## src/rtl/pipe_pkg.sv

```systemverilog
// Shared types and constants for the 5-stage pipeline hazard controller.
package pipe_pkg;

  localparam int unsigned REG_W = 5;

  localparam logic [31:0] HALT_WORD = 32'hFFFF_FFFF;

  typedef enum logic [1:0] {
    ST_RUN      = 2'd0,
    ST_MEM_WAIT = 2'd1,
    ST_DRAIN    = 2'd2,
    ST_DONE     = 2'd3
  } state_e;

  localparam logic [1:0] FWD_RF  = 2'b00;
  localparam logic [1:0] FWD_WB  = 2'b01;
  localparam logic [1:0] FWD_MEM = 2'b10;

  // Pipeline-register control bundle, one bit per stall/flush line
  typedef struct packed {
    logic stall_f;
    logic stall_d;
    logic stall_e;
    logic stall_m;
    logic flush_d;
    logic flush_e;
    logic flush_w;
  } hz_ctrl_t;

  localparam hz_ctrl_t CTRL_NONE  = 7'b000_0000;
  localparam hz_ctrl_t CTRL_RESET = 7'b000_0111;
  localparam hz_ctrl_t CTRL_MEM   = 7'b111_1001;
  localparam hz_ctrl_t CTRL_HOLD  = 7'b110_0010;

endpackage

```

## src/rtl/fwd_unit.sv

```systemverilog
// EX-stage operand forwarding select; MEM result wins over WB, $0 is never forwarded.
module fwd_unit
  import pipe_pkg::*;
(
  input  logic [REG_W-1:0] RsE,
  input  logic [REG_W-1:0] RtE,
  input  logic [REG_W-1:0] WriteRegM,
  input  logic [REG_W-1:0] WriteRegW,
  input  logic             RegWriteM,
  input  logic             RegWriteW,
  output logic [1:0]       ForwardAE,
  output logic [1:0]       ForwardBE
);

  function automatic logic [1:0] fwd_sel(
    input logic [REG_W-1:0] src,
    input logic [REG_W-1:0] dst_m,
    input logic [REG_W-1:0] dst_w,
    input logic             we_m,
    input logic             we_w
  );
    logic [1:0] sel;
    sel = FWD_RF;
    if (we_m && (dst_m != '0) && (dst_m == src)) begin
      sel = FWD_MEM;
    end else if (we_w && (dst_w != '0) && (dst_w == src)) begin
      sel = FWD_WB;
    end
    return sel;
  endfunction

  always_comb begin
    ForwardAE = fwd_sel(RsE, WriteRegM, WriteRegW, RegWriteM, RegWriteW);
    ForwardBE = fwd_sel(RtE, WriteRegM, WriteRegW, RegWriteM, RegWriteW);
  end

endmodule

```

## src/rtl/pipe_hazard_ctrl.sv

```systemverilog
// Hazard/sequencing controller: stall/flush lines, forwarding selects,
// load-use / branch / memory-wait / halt-drain FSM and saturating event counters.
module pipe_hazard_ctrl
  import pipe_pkg::*;
#(
  parameter int unsigned DRAIN_CYCLES = 4,
  parameter int unsigned MEM_TIMEOUT  = 255,
  parameter int unsigned CNT_W        = 32
) (
  input  logic             CLK,
  input  logic             RESET,
  input  logic [REG_W-1:0] RsD,
  input  logic [REG_W-1:0] RtD,
  input  logic [REG_W-1:0] RsE,
  input  logic [REG_W-1:0] RtE,
  input  logic [REG_W-1:0] WriteRegE,
  input  logic [REG_W-1:0] WriteRegM,
  input  logic [REG_W-1:0] WriteRegW,
  input  logic             RegWriteE,
  input  logic             RegWriteM,
  input  logic             RegWriteW,
  input  logic             MemtoRegE,
  input  logic             BranchTakenE,
  input  logic             JumpD,
  input  logic             HaltD,
  input  logic             MemReqM,
  input  logic             MemReadyM,
  output logic             StallF,
  output logic             StallD,
  output logic             StallE,
  output logic             StallM,
  output logic             FlushD,
  output logic             FlushE,
  output logic             FlushW,
  output logic [1:0]       ForwardAE,
  output logic [1:0]       ForwardBE,
  output logic             Done,
  output logic             ErrTimeout,
  output logic [CNT_W-1:0] StallCount,
  output logic [CNT_W-1:0] FlushCount
);

  localparam int unsigned DRN_W = (DRAIN_CYCLES < 2) ? 1 : $clog2(DRAIN_CYCLES + 1);
  localparam int unsigned TMO_W = (MEM_TIMEOUT < 2) ? 1 : $clog2(MEM_TIMEOUT + 1);
  localparam int unsigned SUM_W = CNT_W + 1;

  localparam logic [DRN_W-1:0] DRN_LOAD = DRN_W'(DRAIN_CYCLES);
  localparam logic [TMO_W-1:0] TMO_LAST = TMO_W'(MEM_TIMEOUT - 1);

  state_e           state_q, state_d;
  logic [DRN_W-1:0] drn_q, drn_d;
  logic [TMO_W-1:0] tmo_q, tmo_d;
  logic [1:0]       stall_inc, flush_inc;
  logic             done_set, err_set;
  logic             lu, mem_wait;
  hz_ctrl_t         ctrl;

  fwd_unit u_fwd (
    .RsE       (RsE),
    .RtE       (RtE),
    .WriteRegM (WriteRegM),
    .WriteRegW (WriteRegW),
    .RegWriteM (RegWriteM),
    .RegWriteW (RegWriteW),
    .ForwardAE (ForwardAE),
    .ForwardBE (ForwardBE)
  );

  assign lu = MemtoRegE && RegWriteE && (WriteRegE != '0) &&
              ((WriteRegE == RsD) || (WriteRegE == RtD));
  assign mem_wait = MemReqM && !MemReadyM;

  function automatic logic [CNT_W-1:0] sat_add(
    input logic [CNT_W-1:0] cnt,
    input logic [1:0]       inc
  );
    logic [SUM_W-1:0] sum;
    sum = SUM_W'(cnt) + SUM_W'(inc);
    return sum[CNT_W] ? '1 : sum[CNT_W-1:0];
  endfunction

  // Next state and same-cycle control lines
  always_comb begin
    ctrl      = CTRL_NONE;
    state_d   = state_q;
    drn_d     = drn_q;
    tmo_d     = tmo_q;
    stall_inc = 2'd0;
    flush_inc = 2'd0;
    done_set  = 1'b0;
    err_set   = 1'b0;

    case (state_q)
      ST_RUN, ST_MEM_WAIT: begin
        if (mem_wait) begin
          ctrl      = CTRL_MEM;
          stall_inc = 2'd1;
          if (state_q == ST_RUN) begin
            state_d = ST_MEM_WAIT;
            tmo_d   = '0;
          end else if (tmo_q == TMO_LAST) begin
            err_set = 1'b1;
            state_d = ST_RUN;
            tmo_d   = '0;
          end else begin
            tmo_d = tmo_q + TMO_W'(1);
          end
        end else begin
          // Release cycle of a memory wait is evaluated like RUN so a held branch is honoured
          state_d = ST_RUN;
          tmo_d   = '0;
          if (BranchTakenE) begin
            ctrl.flush_d = 1'b1;
            ctrl.flush_e = 1'b1;
            flush_inc    = 2'd2;
          end else if (lu) begin
            ctrl.stall_f = 1'b1;
            ctrl.stall_d = 1'b1;
            ctrl.flush_e = 1'b1;
            stall_inc    = 2'd1;
          end else if (JumpD) begin
            ctrl.flush_d = 1'b1;
            flush_inc    = 2'd1;
          end else if (HaltD) begin
            ctrl.stall_f = 1'b1;
            ctrl.flush_d = 1'b1;
            drn_d        = DRN_LOAD;
            state_d      = ST_DRAIN;
          end
        end
      end

      ST_DRAIN: begin
        if (mem_wait) begin
          ctrl      = CTRL_MEM;
          stall_inc = 2'd1;
        end else begin
          ctrl = CTRL_HOLD;
          if (drn_q <= DRN_W'(1)) begin
            drn_d    = '0;
            state_d  = ST_DONE;
            done_set = 1'b1;
          end else begin
            drn_d = drn_q - DRN_W'(1);
          end
        end
      end

      ST_DONE: begin
        ctrl = CTRL_HOLD;
      end

      default: begin
        state_d = ST_RUN;
      end
    endcase

    if (RESET) begin
      ctrl = CTRL_RESET;
    end
  end

  assign StallF = ctrl.stall_f;
  assign StallD = ctrl.stall_d;
  assign StallE = ctrl.stall_e;
  assign StallM = ctrl.stall_m;
  assign FlushD = ctrl.flush_d;
  assign FlushE = ctrl.flush_e;
  assign FlushW = ctrl.flush_w;

  // State, sequencing counters, sticky flags and event counters
  always_ff @(posedge CLK) begin
    if (RESET) begin
      state_q    <= ST_RUN;
      drn_q      <= '0;
      tmo_q      <= '0;
      StallCount <= '0;
      FlushCount <= '0;
      Done       <= 1'b0;
      ErrTimeout <= 1'b0;
    end else begin
      state_q    <= state_d;
      drn_q      <= drn_d;
      tmo_q      <= tmo_d;
      StallCount <= sat_add(StallCount, stall_inc);
      FlushCount <= sat_add(FlushCount, flush_inc);
      Done       <= Done | done_set;
      ErrTimeout <= ErrTimeout | err_set;
    end
  end

endmodule

```

## config.mk

```make
export PLATFORM = sky130hd
export DESIGN_NAME = pipe_hazard_ctrl
export DESIGN_NICKNAME = d
export VERILOG_FILES = /design/src/rtl/pipe_pkg.sv /design/src/rtl/fwd_unit.sv /design/src/rtl/pipe_hazard_ctrl.sv
export SDC_FILE = /design/constraint.sdc
export NUM_CORES = 1
export LEC_CHECK = 0
export ABC_AREA = 1
export CAP_MARGIN = 20
export CORE_ASPECT_RATIO = 1.25
export CORE_MARGIN = 4
export CORE_UTILIZATION = 51
export DETAILED_ROUTE_END_ITERATION = 8
export PLACE_DENSITY = 0.81
export REMOVE_ABC_BUFFERS = 1
export SLEW_MARGIN = 5
export SYNTH_ARGS = -nofsm -noshare
export SYNTH_HDL_FRONTEND = slang
export SYNTH_HIERARCHICAL = 1
export SYNTH_SLANG_ARGS = --single-unit
```

## constraint.sdc

```tcl
create_clock -name CLK -period 3.5 [get_ports CLK]
set_input_delay 0.35 -clock CLK [delete_from_list [all_inputs] [get_ports CLK]]
set_output_delay 0.35 -clock CLK [all_outputs]
set_load 0.02 [all_outputs]
```

==> impl_results.md <==
* Outcome: complete, no violations
* Clock slew at reported path FFs at around 0.060 ns
* CP top delay family: simple AND/OR/NAND/NOR gates
* Count of final setup violators at 0
* Filler instances at around 910
* Synth async-reset ratio at 0%
* P_int at 1610 uW
* Die area at 12000 um^2
* H-Tree Depth at 3
* Hold buffer count at cts at 0
* GR Util met1 at between 20 and 30%
* Final Max Slew Viols at 0
* Combinational power share at 11.1%
* Sw Share at between 20% and 30%
* IO Pins at 123
* Layout Area Growth over Synthesis at 31.9%
* Via-to-Cell Ratio at 5.07
* Gpl congestion at between 0.8 and 0.9
* RSZ-0062 raised after global routing: false
* Slowest CP cell: clkdlybuf4s50_1
* Largest net degree at the start of global routing at 46
* Buf+Inv Stages, Crit Path at 7
* WS Path Type: input pin to register
* Net count, final at 1014
* CTS max path bufs at 2
* Met3 Track Usage GR at 4.60%
* Worst Path Arrival at 3.43 ns
* Share of cells above drive strength 1 at 6.74%
* Number of unique standard cell types used by synthesis at 45
* Commonest cells post-synth: nand2_1 (216), inv_1 (142), nor2_1 (84), dfxtp_1 (79), nand3_1 (70)
* Sequential power share at 43.3%
* Routed wire length at 14200 um
* Startpoint Class: input pin
* DRT Pass-1 Iters at 4
* Post-Syn Area at 5250 um^2
* # clock sinks at 79
* Die height at 121 um
* Busiest layer in global routing: met2
* Crit-path cells: clkdlybuf4s50_1, nor3_1, nand3_1, nand3_1, inv_1, nand2_1, inv_1, nor4_1, ha_1, inv_1, fa_1, inv_1, nand4_4, buf_4, nor2_1, nand2_1, nor2_1, nand4_1, o21ai_0, nand2_1, inv_1
* Register area share after synthesis at 30.1%
* Pleak at 0.00311 uW
* Vias at 5541
* Fin Clk Skew at 0.0109 ns
* Avg Cell Area, Syn at roughly 6.3 um^2
* Max-Cap Viols at 0
* Tcrit/Tclk final at between 90% and 100%
* Final HPWL DP at 11100 um
* Hold Path Class: register to register
* Ys flop type: dfxtp_1
* Core ar. at 10100 um^2
* Count leader, synth: nand2_1
* Total power at roughly 2100 uW
* Slew @ Worst Pin at 0.571 ns
* Row count at 41
* Clock power frac at 45.6%
* Number of global-route vias before repair at 5207
* Final hold vios at 0
* Relative slew margins at 61.6%
* TritonCTS Buffers at 9
* Initial core utilization at 52.0%
* CTS tree: yes
* Syn Inst Count at 834
* First-pass GRT wire length at 23900 um
* CTS resizes at 0
* Cell mode on critical path: inv_1
* Grt ovf at 0
* Critical path required time at ~3.8 ns
* Synth top area cells: dfxtp_1 (30%), nand2_1 (15%), inv_1 (10%), nand3_1 (6.7%), nor2_1 (6.0%)
* Crit. End Element: register
* Setup_tns at 0 ns
* Fmax at roughly 320 MHz
* Global Route Usage Sum at about a quarter
* ANT cells at 0
* Avg WL per Cell at 13.0 um
* Post-CTS setup buffers at 0
* Die width at 98.8 um
* Drt drc at 0
* Syn. warnings at 6
* Flops & latches, synth at 79
* Starting DRT DRC Count at 230
* Largest area contributor in the netlist: dfxtp_1
* Net load switching power at 511 uW
* Largest fanout on the critical path at 4
* Clock latency on the worst-skew pair at approximately 0.34 ns
* Pwr/cell area at around 310 nW/um^2
* Top cell type's share of synthesized area at 30.1%
* Delay of the slowest cell on the worst path at 0.47 ns
* DRT antenna net count at 0
* PortBufs at approximately 120
* Initial antenna violation count at 0
* Root Driver: clkbuf_16
* VDD IR max at between 0.0003 and 0.0004 V
* EDFF count, synth at 0
* Minimum clock period at 3.15 ns
* Grt met2 use at a little over two fifths
-- cell type report --
class	instances	area [um^2]	area share, %
multi-input combinational	592	3030	43.7
sequential	79	1580	22.8
timing repair buffer	130	1290	18.7
inverter	147	556	8.02
clock buffer	11	253	3.65
tap	129	161	2.33
clock inverter	5	56.3	0.812
-- power groups by stage --
stage                     Clock, uW  Sequential [uW]  Combinational [uW]
final                           967              920                 236
after detailed placement          0              940                 235
after floorplan                   0              946                 108
after CTS                       972              920                 237
after global placement            0              940                 234
after global routing           1020              921                 262
-- sequential cells by signal, indices dropped and copies added (netlist names) --
| register | cells |
|---|---|
| StallCount | 32 |
| ErrTimeout | 1 |
| Done | 1 |
| state_q | 2 |
| tmo_q | 8 |
| drn_q | 3 |
| FlushCount | 32 |
-- metal layers --
metal  part of all wire [%]  wire length, um  vias up
li1                       -                -     2868
met1                     42             5980     2470
met2                     50             7160      176
met3                    5.4              771       27
met4                    2.1              300        0
met5                      0                0        -
-- cells by family after synthesis --
group                    share of synthesized area [%]
adder cells (fa/ha/maj)                           2.29
AO/OA/AOI/OAI                                     7.60
buffers and inverters                             12.2
flip-flops                                        30.1
XOR/XNOR                                          6.67
AND/OR/NAND/NOR                                   41.1
-- cells in the final DEF, fill, tap and decap left out, types with 4 or more instances in the layout --
cell / instances
a21oi_1: 37
buf_4: 7
clkbuf_16: 9
clkdlybuf4s50_1: 122
dfxtp_1: 79
ha_1: 8
inv_1: 142
nand2_1: 216
nand3_1: 70
nand3b_1: 4
nand4_1: 19
nor2_1: 84
nor2_2: 5
nor2_4: 5
nor3_1: 30
nor4_1: 5
o21ai_0: 21
or2_2: 13
xnor2_1: 18
xor2_1: 22
-- final timing paths --
| check | start | to | slack, ns | depth (start not counted) |
|---|---|---|---|---|
| setup / recovery | WriteRegE[2] | FlushCount[18]$_SDFF_PP0_ | 0.35 | 21 |
| setup reg to reg | state_q[1]$_SDFFE_PP0P_ | FlushCount[18]$_SDFF_PP0_ | 0.80 | 16 |
| hold reg to reg | Done$_SDFF_PP0_ | Done$_SDFF_PP0_ | 0.47 | 1 |
| hold / removal | Done$_SDFF_PP0_ | Done$_SDFF_PP0_ | 0.47 | 1 |
-- through the flow --
| step | instances | hold slack (ns) | utilization, % | worst slack, ns | cell area (um^2) |
|---|---|---|---|---|---|
| floorplan | 818 | 0.412 | - | 0.269 | 5170 |
| global placement | 1077 | 0.460 | 65.5 | 0.0789 | 6620 |
| detailed placement | 1077 | 0.465 | 65.5 | 0.0198 | 6620 |
| CTS | 1093 | 0.477 | 68.6 | 0.339 | 6930 |
| global route | 1093 | 0.501 | 68.6 | 0.00241 | 6930 |
| finish | 1093 | 0.471 | 68.6 | 0.347 | 6930 |
(Power assumes the default switching activity.)
